===== config.mk =====
export PLATFORM = sky130hd
export DESIGN_NAME = pwm_carrier_counter
export DESIGN_NICKNAME = d
export VERILOG_FILES = /design/src/rtl/pwm_counter_pkg.sv /design/src/rtl/pwm_shadow_regs.sv /design/src/rtl/pwm_carrier_counter.sv
export SDC_FILE = /design/constraint.sdc
export NUM_CORES = 1
export LEC_CHECK = 0
export CAP_MARGIN = 20
export CORE_MARGIN = 5
export CORE_UTILIZATION = 42
export DETAILED_ROUTE_END_ITERATION = 12
export PLACE_DENSITY = 0.64
export RECOVER_POWER = 50
export SLEW_MARGIN = 5
export SYNTH_ARGS = -nofsm -noshare
export SYNTH_HDL_FRONTEND = slang
export SYNTH_SLANG_ARGS = --single-unit
export TNS_END_PERCENT = 1

===== constraint.sdc =====
create_clock -name clock -period 3.98 [get_ports clock]
set_input_delay 0.796 -clock clock [delete_from_list [all_inputs] [get_ports clock]]
set_output_delay 0.796 -clock clock [all_outputs]
set_load 0.05 [all_outputs]

===== src/rtl/pwm_counter_pkg.sv =====
// Shared types for the PWM carrier counter: controller states and carrier shapes.
package pwm_counter_pkg;

   typedef enum logic [1:0] {
      STOPPED  = 2'd0,
      RUNNING  = 2'd1,
      DRAINING = 2'd2
   } counterState_e;

   typedef enum logic {
      MODE_SAWTOOTH = 1'b0,
      MODE_TRIANGLE = 1'b1
   } counterMode_e;

endpackage


===== src/rtl/pwm_shadow_regs.sv =====
// Staging/active configuration pair: staging is written by load, active is
// refreshed from staging by reload. The *_c outputs show what active will hold
// after the current edge, so a load coinciding with a reload is picked up.
module pwm_shadow_regs
   import pwm_counter_pkg::*;
#(
   parameter int unsigned COUNTER_WIDTH = 16
) (
   input  logic                     clock,
   input  logic                     reset,
   input  logic                     load,
   input  logic                     reload,
   input  logic [COUNTER_WIDTH-1:0] periodIn,
   input  logic [COUNTER_WIDTH-1:0] cmpLowIn,
   input  logic [COUNTER_WIDTH-1:0] cmpHighIn,
   input  logic                     modeIn,
   output logic [COUNTER_WIDTH-1:0] activePeriod,
   output logic                     activeMode,
   output logic [COUNTER_WIDTH-1:0] nextPeriod_c,
   output logic [COUNTER_WIDTH-1:0] nextCmpLow_c,
   output logic [COUNTER_WIDTH-1:0] nextCmpHigh_c,
   output logic                     nextMode_c
);

   logic [COUNTER_WIDTH-1:0] stagingPeriod, stagingCmpLow, stagingCmpHigh;
   counterMode_e             stagingMode;
   logic [COUNTER_WIDTH-1:0] activeCmpLow, activeCmpHigh;
   counterMode_e             activeModeReg;

   logic [COUNTER_WIDTH-1:0] stagingPeriodNext, stagingCmpLowNext, stagingCmpHighNext;
   counterMode_e             stagingModeNext;

   // Next staging and next active values.
   always_comb begin
      stagingPeriodNext  = stagingPeriod;
      stagingCmpLowNext  = stagingCmpLow;
      stagingCmpHighNext = stagingCmpHigh;
      stagingModeNext    = stagingMode;
      if (load) begin
         stagingPeriodNext  = periodIn;
         stagingCmpLowNext  = cmpLowIn;
         stagingCmpHighNext = cmpHighIn;
         stagingModeNext    = counterMode_e'(modeIn);
      end
      nextPeriod_c  = activePeriod;
      nextCmpLow_c  = activeCmpLow;
      nextCmpHigh_c = activeCmpHigh;
      nextMode_c    = activeModeReg;
      if (reload) begin
         nextPeriod_c  = stagingPeriodNext;
         nextCmpLow_c  = stagingCmpLowNext;
         nextCmpHigh_c = stagingCmpHighNext;
         nextMode_c    = stagingModeNext;
      end
   end

   // Staging and active register update.
   always_ff @(posedge clock or negedge reset) begin
      if (!reset) begin
         stagingPeriod  <= '0;
         stagingCmpLow  <= '0;
         stagingCmpHigh <= '0;
         stagingMode    <= MODE_SAWTOOTH;
         activePeriod   <= '0;
         activeCmpLow   <= '0;
         activeCmpHigh  <= '0;
         activeModeReg  <= MODE_SAWTOOTH;
      end else begin
         stagingPeriod  <= stagingPeriodNext;
         stagingCmpLow  <= stagingCmpLowNext;
         stagingCmpHigh <= stagingCmpHighNext;
         stagingMode    <= stagingModeNext;
         activePeriod   <= nextPeriod_c;
         activeCmpLow   <= nextCmpLow_c;
         activeCmpHigh  <= nextCmpHigh_c;
         activeModeReg  <= counterMode_e'(nextMode_c);
      end
   end

   assign activeMode = activeModeReg;

endmodule


===== src/rtl/pwm_carrier_counter.sv =====
// PWM carrier counter: sawtooth or triangle count with shadowed period and
// compare values, run/drain/stop control and synchronous restart.
module pwm_carrier_counter
   import pwm_counter_pkg::*;
#(
   parameter int unsigned COUNTER_WIDTH = 16
) (
   input  logic                     clock,
   input  logic                     reset,
   input  logic                     run,
   input  logic                     counter_mode,
   input  logic [COUNTER_WIDTH-1:0] period,
   input  logic [COUNTER_WIDTH-1:0] cmp_low,
   input  logic [COUNTER_WIDTH-1:0] cmp_high,
   input  logic                     cfg_valid,
   input  logic                     sync_in,
   output logic [COUNTER_WIDTH-1:0] count,
   output logic                     match_low,
   output logic                     match_high,
   output logic                     counter_stopped,
   output logic                     period_end
);

   counterState_e            state, stateNext;
   logic                     dirDown, dirDownNext;
   logic [COUNTER_WIDTH-1:0] countNext;
   logic                     matchLowNext, matchHighNext, periodEndNext;
   logic                     reload;

   logic [COUNTER_WIDTH-1:0] activePeriod;
   logic                     activeMode;
   logic [COUNTER_WIDTH-1:0] nextPeriod, nextCmpLow, nextCmpHigh;
   logic                     nextMode;

   pwm_shadow_regs #(
      .COUNTER_WIDTH (COUNTER_WIDTH)
   ) shadowRegs (
      .clock         (clock),
      .reset         (reset),
      .load          (cfg_valid),
      .reload        (reload),
      .periodIn      (period),
      .cmpLowIn      (cmp_low),
      .cmpHighIn     (cmp_high),
      .modeIn        (counter_mode),
      .activePeriod  (activePeriod),
      .activeMode    (activeMode),
      .nextPeriod_c  (nextPeriod),
      .nextCmpLow_c  (nextCmpLow),
      .nextCmpHigh_c (nextCmpHigh),
      .nextMode_c    (nextMode)
   );

   // Next state, next count/direction and the flags describing the next count.
   always_comb begin
      stateNext     = state;
      reload        = period_end;
      countNext     = '0;
      dirDownNext   = 1'b0;
      matchLowNext  = 1'b0;
      matchHighNext = 1'b0;
      periodEndNext = 1'b0;

      case (state)
         STOPPED: begin
            if (run) begin
               stateNext = RUNNING;
               reload    = 1'b1;
            end
         end
         RUNNING: begin
            if (!run) stateNext = DRAINING;
         end
         DRAINING: begin
            if (run)             stateNext = RUNNING;
            else if (period_end) stateNext = STOPPED;
         end
         default: stateNext = STOPPED;
      endcase

      if (stateNext != STOPPED) begin
         if (state == STOPPED || sync_in || nextPeriod == '0) begin
            countNext = '0;
         end else if (period_end) begin
            // A triangle period ends on a shared zero, so the next period resumes at 1.
            countNext = (counterMode_e'(activeMode) == MODE_TRIANGLE) ? COUNTER_WIDTH'(1) : '0;
         end else if (!dirDown) begin
            if (count >= activePeriod) begin
               if (counterMode_e'(activeMode) == MODE_TRIANGLE) begin
                  countNext   = count - COUNTER_WIDTH'(1);
                  dirDownNext = 1'b1;
               end else begin
                  countNext = '0;
               end
            end else begin
               countNext = count + COUNTER_WIDTH'(1);
            end
         end else if (count == '0) begin
            countNext = COUNTER_WIDTH'(1);
         end else begin
            countNext   = count - COUNTER_WIDTH'(1);
            dirDownNext = 1'b1;
         end

         if (nextPeriod == '0)
            periodEndNext = 1'b1;
         else if (counterMode_e'(nextMode) == MODE_TRIANGLE)
            periodEndNext = (countNext == '0) && dirDownNext;
         else
            periodEndNext = (countNext == nextPeriod);

         matchLowNext  = (countNext < nextCmpLow);
         matchHighNext = (countNext >= nextCmpHigh);
      end
   end

   // State, count and registered output flags.
   always_ff @(posedge clock or negedge reset) begin
      if (!reset) begin
         state           <= STOPPED;
         count           <= '0;
         dirDown         <= 1'b0;
         match_low       <= 1'b0;
         match_high      <= 1'b0;
         period_end      <= 1'b0;
         counter_stopped <= 1'b1;
      end else begin
         state           <= stateNext;
         count           <= countNext;
         dirDown         <= dirDownNext;
         match_low       <= matchLowNext;
         match_high      <= matchHighNext;
         period_end      <= periodEndNext;
         counter_stopped <= (stateNext == STOPPED);
      end
   end

endmodule

After elaboration in Yosys (flattened, before gate mapping)

Cells that the tools add are included.

Register bits: 121
Input port bits: 54
Output and inout bits: 20
Word-level logic and storage cells: 69

Add/sub/neg operators: 2
Order comparisons: 3
Equality and inequality tests: 3
Muxes and demuxes: 37
Reductions and logical operators: 9

Operators by type and width:

| kind                                                                   | number |
|---|---|
| 16-bit two-way mux                                                     | 14 |
| 16-bit zero test                                                       | 3 |
| 16-bit greater-or-equal comparator                                     | 2 |
| 1-bit two-way mux                                                      | 18 |
| 16-bit by 1-bit adder with 16-bit output (second input constant)       | 1 |
| 16-bit equality test                                                   | 1 |
| 16-bit < comparator                                                    | 1 |
| 16-bit by 1-bit subtractor with 16-bit output (second input constant)  | 1 |
| 2-bit two-way mux                                                      | 4 |
| 2-bit one-hot mux with 3 select lines                                  | 1 |
| 2-bit zero test                                                        | 2 |
| 2-bit by 1-bit equality test with 1-bit output (second input constant) | 1 |
| 2-bit equality test (second input constant)                            | 1 |
| 1-bit logical OR                                                       | 2 |
| 2-bit nonzero test                                                     | 1 |
| 1-bit logical AND                                                      | 1 |

Logic depth before layout (Yosys ltp)

Depth after elaboration: 12
Gate-level depth with buffers: 20
Depth with buffers taken out: 19

Hierarchy

From an unflattened synthesis, not the netlist that was laid out.

Cell total of the unflattened synthesis: 673
Area, all modules: 7151.9 um2

By module, submodules not included:

| module              | instances | cells an instance | area an instance (um2) | seq. area each (um2) |
|---|---|---|---|---|
| pwm_shadow_regs     | 1         | 206               | 3652.3                 | 2452.4 |
| pwm_carrier_counter | 1         | 467               | 3499.6                 | 576.8 |

Worst setup path after synthesis

OpenSTA, ideal clock, no wires.

Path type: flip-flop to flip-flop
Start point: register count[0]
End point: register match_high
Setup time: 0.134 ns
Arrival time: 4.319 ns
Data required time: 3.846 ns
Setup slack: -0.473 ns
Stages on the path, launching flop included: 21
Path buffers: 1
Period minus slack after synthesis: 4.453 ns
Path through: dfrtp_1 > inv_1 > ha_1 > nand2b_1 > a2111o_1 > nand4_1 > nand3_4 > buf_2 > o22a_1 > a21oi_1 > nand2_1 > inv_1 > ha_1 > a21o_1 > a21o_1 > a21o_1 > a21o_1 > a21o_1 > a211oi_1 > o211a_1 > a211oi_1

Word-level cells in the longest chain between the ends: 9
Elaborated cells between the ends (all ways): 13
Classes of those cells: add/sub: 2; order compare: 2; mux: 8; reduce/logical: 1

Ends and longest elaborated chain:

| element                                       | RTL line                                              | RTL |
|---|---|---|
| start, declared                               | pwm_carrier_counter.sv:17                             | `output logic [COUNTER_WIDTH-1:0] count,` |
| start signal, assigned                        | pwm_carrier_counter.sv:129                            | `count <= countNext;` |
| 16-bit by 1-bit subtractor with 16-bit output | pwm_carrier_counter.sv:90, pwm_carrier_counter.sv:101 |  |
| 16-bit two-way mux                            | pwm_carrier_counter.sv:89                             | `if (counterMode_e'(activeMode) == MODE_TRIANGLE) begin` |
| 16-bit two-way mux                            | pwm_carrier_counter.sv:88                             | `if (count >= activePeriod) begin` |
| 16-bit two-way mux *                          | pwm_carrier_counter.sv:87                             | `end else if (!dirDown) begin` |
| 16-bit two-way mux *                          | pwm_carrier_counter.sv:84                             | `end else if (period_end) begin` |
| 16-bit two-way mux *                          | pwm_carrier_counter.sv:82                             | `if (state == STOPPED \|\| sync_in \|\| nextPeriod == '0) begin` |
| 16-bit two-way mux *                          | pwm_carrier_counter.sv:81                             | `if (stateNext != STOPPED) begin` |
| 16-bit greater-or-equal comparator *          | pwm_carrier_counter.sv:113                            | `matchHighNext = (countNext >= nextCmpHigh);` |
| 1-bit two-way mux *                           | pwm_carrier_counter.sv:81                             |  |
| named net matchHighNext                       | pwm_carrier_counter.sv:27                             | `logic matchLowNext, matchHighNext, periodEndNext;` |
| end signal, assigned                          | pwm_carrier_counter.sv:132                            | `match_high <= matchHighNext;` |
| end, declared                                 | pwm_carrier_counter.sv:19                             | `output logic match_high,` |

The timed path passes the listed nets; every way through them passes the cells marked *. The select of a mux whose other input is x is not followed.

Final worst setup path

Start point: register count[13]
End point: register match_high

Same word-level chain as after synthesis.

==> results.md <==
- Run status: finished, violations left
- Failing checks: max-capacitance violations, max-slew violations
- Compound-Gate Fraction of Synth Area: 0.120
- Clock Sinks: 121
- Worst Tran Pin Value: between 2 and 3 ns
- TritonCTS clock tree: done
- Static Leak: about 4.7 nW
- Slew Limit Fails: 50
- Hold Fails Final Rpt: 0
- Post-synthesis sequential area ratio: 0.415
- Starting DRC count in detailed routing: 391
- Fin nets: around 1000
- Syn-to-layout area delta: 34.5%
- Initial antenna violation count: 0
- RR Startpoint: count[13]$_DFF_PN0_
- Finished Cell Area: about 9800 um^2
- MaxCap Viol Count: 1
- Chip Width: 142 um
- Num CTS Buffers: 17
- Crit Path Category: reg2reg
- Final setup vio count: 0
- Critical Path Most Common Cell: a21o_1
- Ranking of synthesized cells by area: dfrtp_1, ha_1, mux2_2, nor2_1, inv_1
- Routed WL: 22200 um
- Number of synthesized flops with an enable pin: 0
- RSZ-0062 raised after global routing: yes
- Crit path required time: 4.28 ns
- Synth top area share: 0.411
- Gr usage total: 0.228
- TritonRoute pass-1 iters: 5
- Overflow after GRT: 0
- Commonest cells in the netlist: nor2_1, dfrtp_1, inv_1
- CTS Root Cell: clkbuf_16
- Total number of vias: roughly 6500
- Critical path, cell by cell: ha_4, nand4_1, buf_4, nor3_4, or4_4, o31ai_4, o22a_1, a21oi_2, nand2_2, inv_2, ha_4, a21o_1, a21o_1, a21o_1, a21o_1, a21o_1, a211oi_2, o211a_1, a211oi_1
- Worst-case clock skew: around 0.015 ns
- Worst skew pair latency: ~0.42 ns
- Yosys reg bits: around 120
- # port buffers: between 70 and 80
- Share of layout cells above drive strength 1: 0.263
- Antenna diodes: 0
- F_max: around 260 MHz
- Mux share of post-synthesis cell area: 0.103
- Max VDD drop: 0.350 mV
- Ys async rst share: 1.00
- Most common cell in the netlist: nor2_1
- H-tree levels: 4
- Element type at the critical path end: flip-flop
- P per Cell Area: ~380 nW/um^2
- Num rows: 48
- Synthesized area: 7300 um^2
- Total Power: about 3.7 mW
- Netlist cell types: between 70 and 80
- DR DRC count: 0
- First-pass GRT wire length: approximately 35000 um
- Hold wc startpoint: shadowRegs.stagingCmpLow[10]$_DFF_PN0_
- Syn Area/Cell: between 9 and 10 um^2
- Tcrit/Tclk final: 0.981
- Slew headroom: -0.739
- Post-synth top area cell: dfrtp_1
- Simple-Gate Fraction of Synth Area: 0.216
- Final HPWL DP: roughly 17000 um
- FILL cells: roughly 1600
- Yosys warns: 0
- Cell area after placement: between 9000 and 10000 um^2
- Number of cells produced by synthesis: between 700 and 800
- Largest family of logic cells by synthesized area: simple AND/OR/NAND/NOR gates
- Die Ht: roughly 140 um
- Largest net degree at the start of global routing: 50
- Synth Flop Type: dfrtp_1
- Vias in the first global route: about 6600
- Time the worst path needs with I/O delays and setup: between 3 and 4 ns
- Die area: ~20000 um^2
- I/O pin cnt: 74
- Core occupancy in the finished layout: 0.572
- Crit path max fanout: 3
- Via density: ~5.5
- WL per Instance: 18.8 um
- Clock Path Buffers: 2
- Post-synth net total: between 800 and 900
- Final GP Congestion: 0.998
- Worst EP arrival: roughly 4.2 ns
- Post-Synth Adder-Cell Area: 0.0857
- Critical Path Max Stage Delay: ~0.56 ns
- Core area: approximately 17000 um^2
- Startpoint Class: flip-flop
- Starting Density: 0.425
- ANT nets after route: 0
- XOR/XNOR Fraction of Synth Area: 0.00720
- Worst path slowest cell: or4_4
- Reg clk slew, reported paths: roughly 0.060 ns
- Min-Delay Path Class: reg2reg
- CP Launch Point: count[13]$_DFF_PN0_
-- per-stage QoR --
stage	hold slack [ns]	setup slack, ns	std cells	setup TNS [ns]
after detailed placement	0.486	-0.364	1143	-0.398
after CTS	0.410	0.00980	1175	0
after global placement	0.469	-0.271	1143	-0.271
after global routing	0.505	-0.0695	1182	-0.0700
final	0.486	0.0766	1182	0
after floorplan	0.455	0.00583	769	0
-- repair_timing --
item / 4_1_cts / 5_1_grt
pin swaps: 1 / 19
cloned: 0 / 0
hold endpoints to repair: 0 / 0
gates resized for setup: 6 / 13
hold buffers: 0 / 0
buffers inserted: 1 / 7
endpoints found under the setup margin: 2 / 2
-- layer usage --
layer | global-route usage | routed length, um | part of all wire | up-vias
met1 | 0.304 | 9570 | 0.43 | 3164
met4 | 0.0626 | 457 | 0.021 | 0
li1 | - | - | - | 3078
met3 | 0.0570 | 1620 | 0.073 | 32
met2 | 0.370 | 10600 | 0.48 | 225
met5 | 0 | 0 | 0 | -
-- sequential cells by signal, indices dropped and copies added (netlist names) --
signal and cells:
dirDown 1, shadowRegs.stagingCmpLow 16, period_end 1, state 2, count 16, shadowRegs.activePeriod 16, match_low 1, shadowRegs.activeCmpLow 16
counter_stopped 1, shadowRegs.stagingPeriod 16, shadowRegs.activeCmpHigh 16, shadowRegs.stagingCmpHigh 16, match_high 1, shadowRegs.activeMode 1, shadowRegs.stagingMode 1
-- cell families (layout without fill, tap and decap cells) --
family,count (synthesis),in the layout
adder cells (fa/ha/maj),50,50
XOR/XNOR,6,6
flip-flops,121,121
AO/OA/AOI/OAI,116,116
AND/OR/NAND/NOR,311,311
buffers and inverters,98,286
multiplexers,67,67
-- where the power goes --
group	switching [mW]	leakage (nW)	internal (mW)
Clock	0.539	0.266	0.900
Sequential	0.0643	1.41	1.39
Combinational	0.457	2.98	0.362
Total	1.06	4.66	2.66
-- cell type report --
class / instances / area (um^2) / area share
inverters: 64 / 240 / 0.0245
well taps: 225 / 282 / 0.0287
clock inverters: 7 / 68.8 / 0.00701
flip-flops and latches: 121 / 3040 / 0.310
repair buffers: 191 / 1640 / 0.167
multi-input cells: 550 / 4070 / 0.414
clock buffers: 24 / 482 / 0.0491
-- layout by cell type (no fill, tap or decap), drive strengths merged, types with 3 or more instances in the layout --
| cell | netlist | layout |
|---|---|---|
| nor3 | 24 | 24 |
| buf | 17 | 117 |
| a2111oi | 4 | 4 |
| nand4 | 15 | 15 |
| o21bai | 3 | 3 |
| dfrtp | 120 | 120 |
| a221o | 3 | 3 |
| or3 | 3 | 3 |
| a21oi | 30 | 30 |
| mux2i | 13 | 13 |
| inv | 64 | 64 |
| or2 | 33 | 33 |
| a221oi | 4 | 4 |
| a211oi | 7 | 7 |
| o221ai | 4 | 4 |
| and3 | 10 | 10 |
| nand3 | 21 | 21 |
| nand2 | 27 | 27 |
| ha | 50 | 50 |
| a21o | 19 | 19 |
| clkinv | 0 | 4 |
| or4 | 9 | 9 |
| clkbuf | 17 | 27 |
| o21ai | 10 | 10 |
| xor2 | 4 | 4 |
| nand2b | 8 | 8 |
| clkdlybuf4s50 | 0 | 60 |
| o211ai | 3 | 3 |
| o31ai | 3 | 3 |
| nor2 | 133 | 133 |
| o22ai | 5 | 5 |
| dlygate4sd3 | 0 | 11 |
| a31oi | 3 | 3 |
| nor4 | 15 | 15 |
| mux2 | 53 | 53 |
-- worst max-delay path: cells and delay by family (launching register included) --
kind            cells  cell delay (ns)
buf+inv             2             0.22
fa+ha+maj           2             0.42
compound gates     11             1.83
simple gates        4             0.83
flops               1             0.48
-- worst paths after layout --
path                                                               end  slack (ns)  cells after the start
worst max-delay path                              match_high$_DFF_PN0_        0.08                     19
worst min-delay path            shadowRegs.stagingCmpLow[10]$_DFF_PN0_        0.49                      1
worst max register to register                    match_high$_DFF_PN0_        0.08                     19
worst min register to register  shadowRegs.stagingCmpLow[10]$_DFF_PN0_        0.49                      1
max in group asynchronous                          count[12]$_DFF_PN0_        0.73                      2
min in group asynchronous       shadowRegs.stagingPeriod[14]$_DFF_PN0_        1.19                      1
No activity file was read; power rests on OpenSTA's default activity.
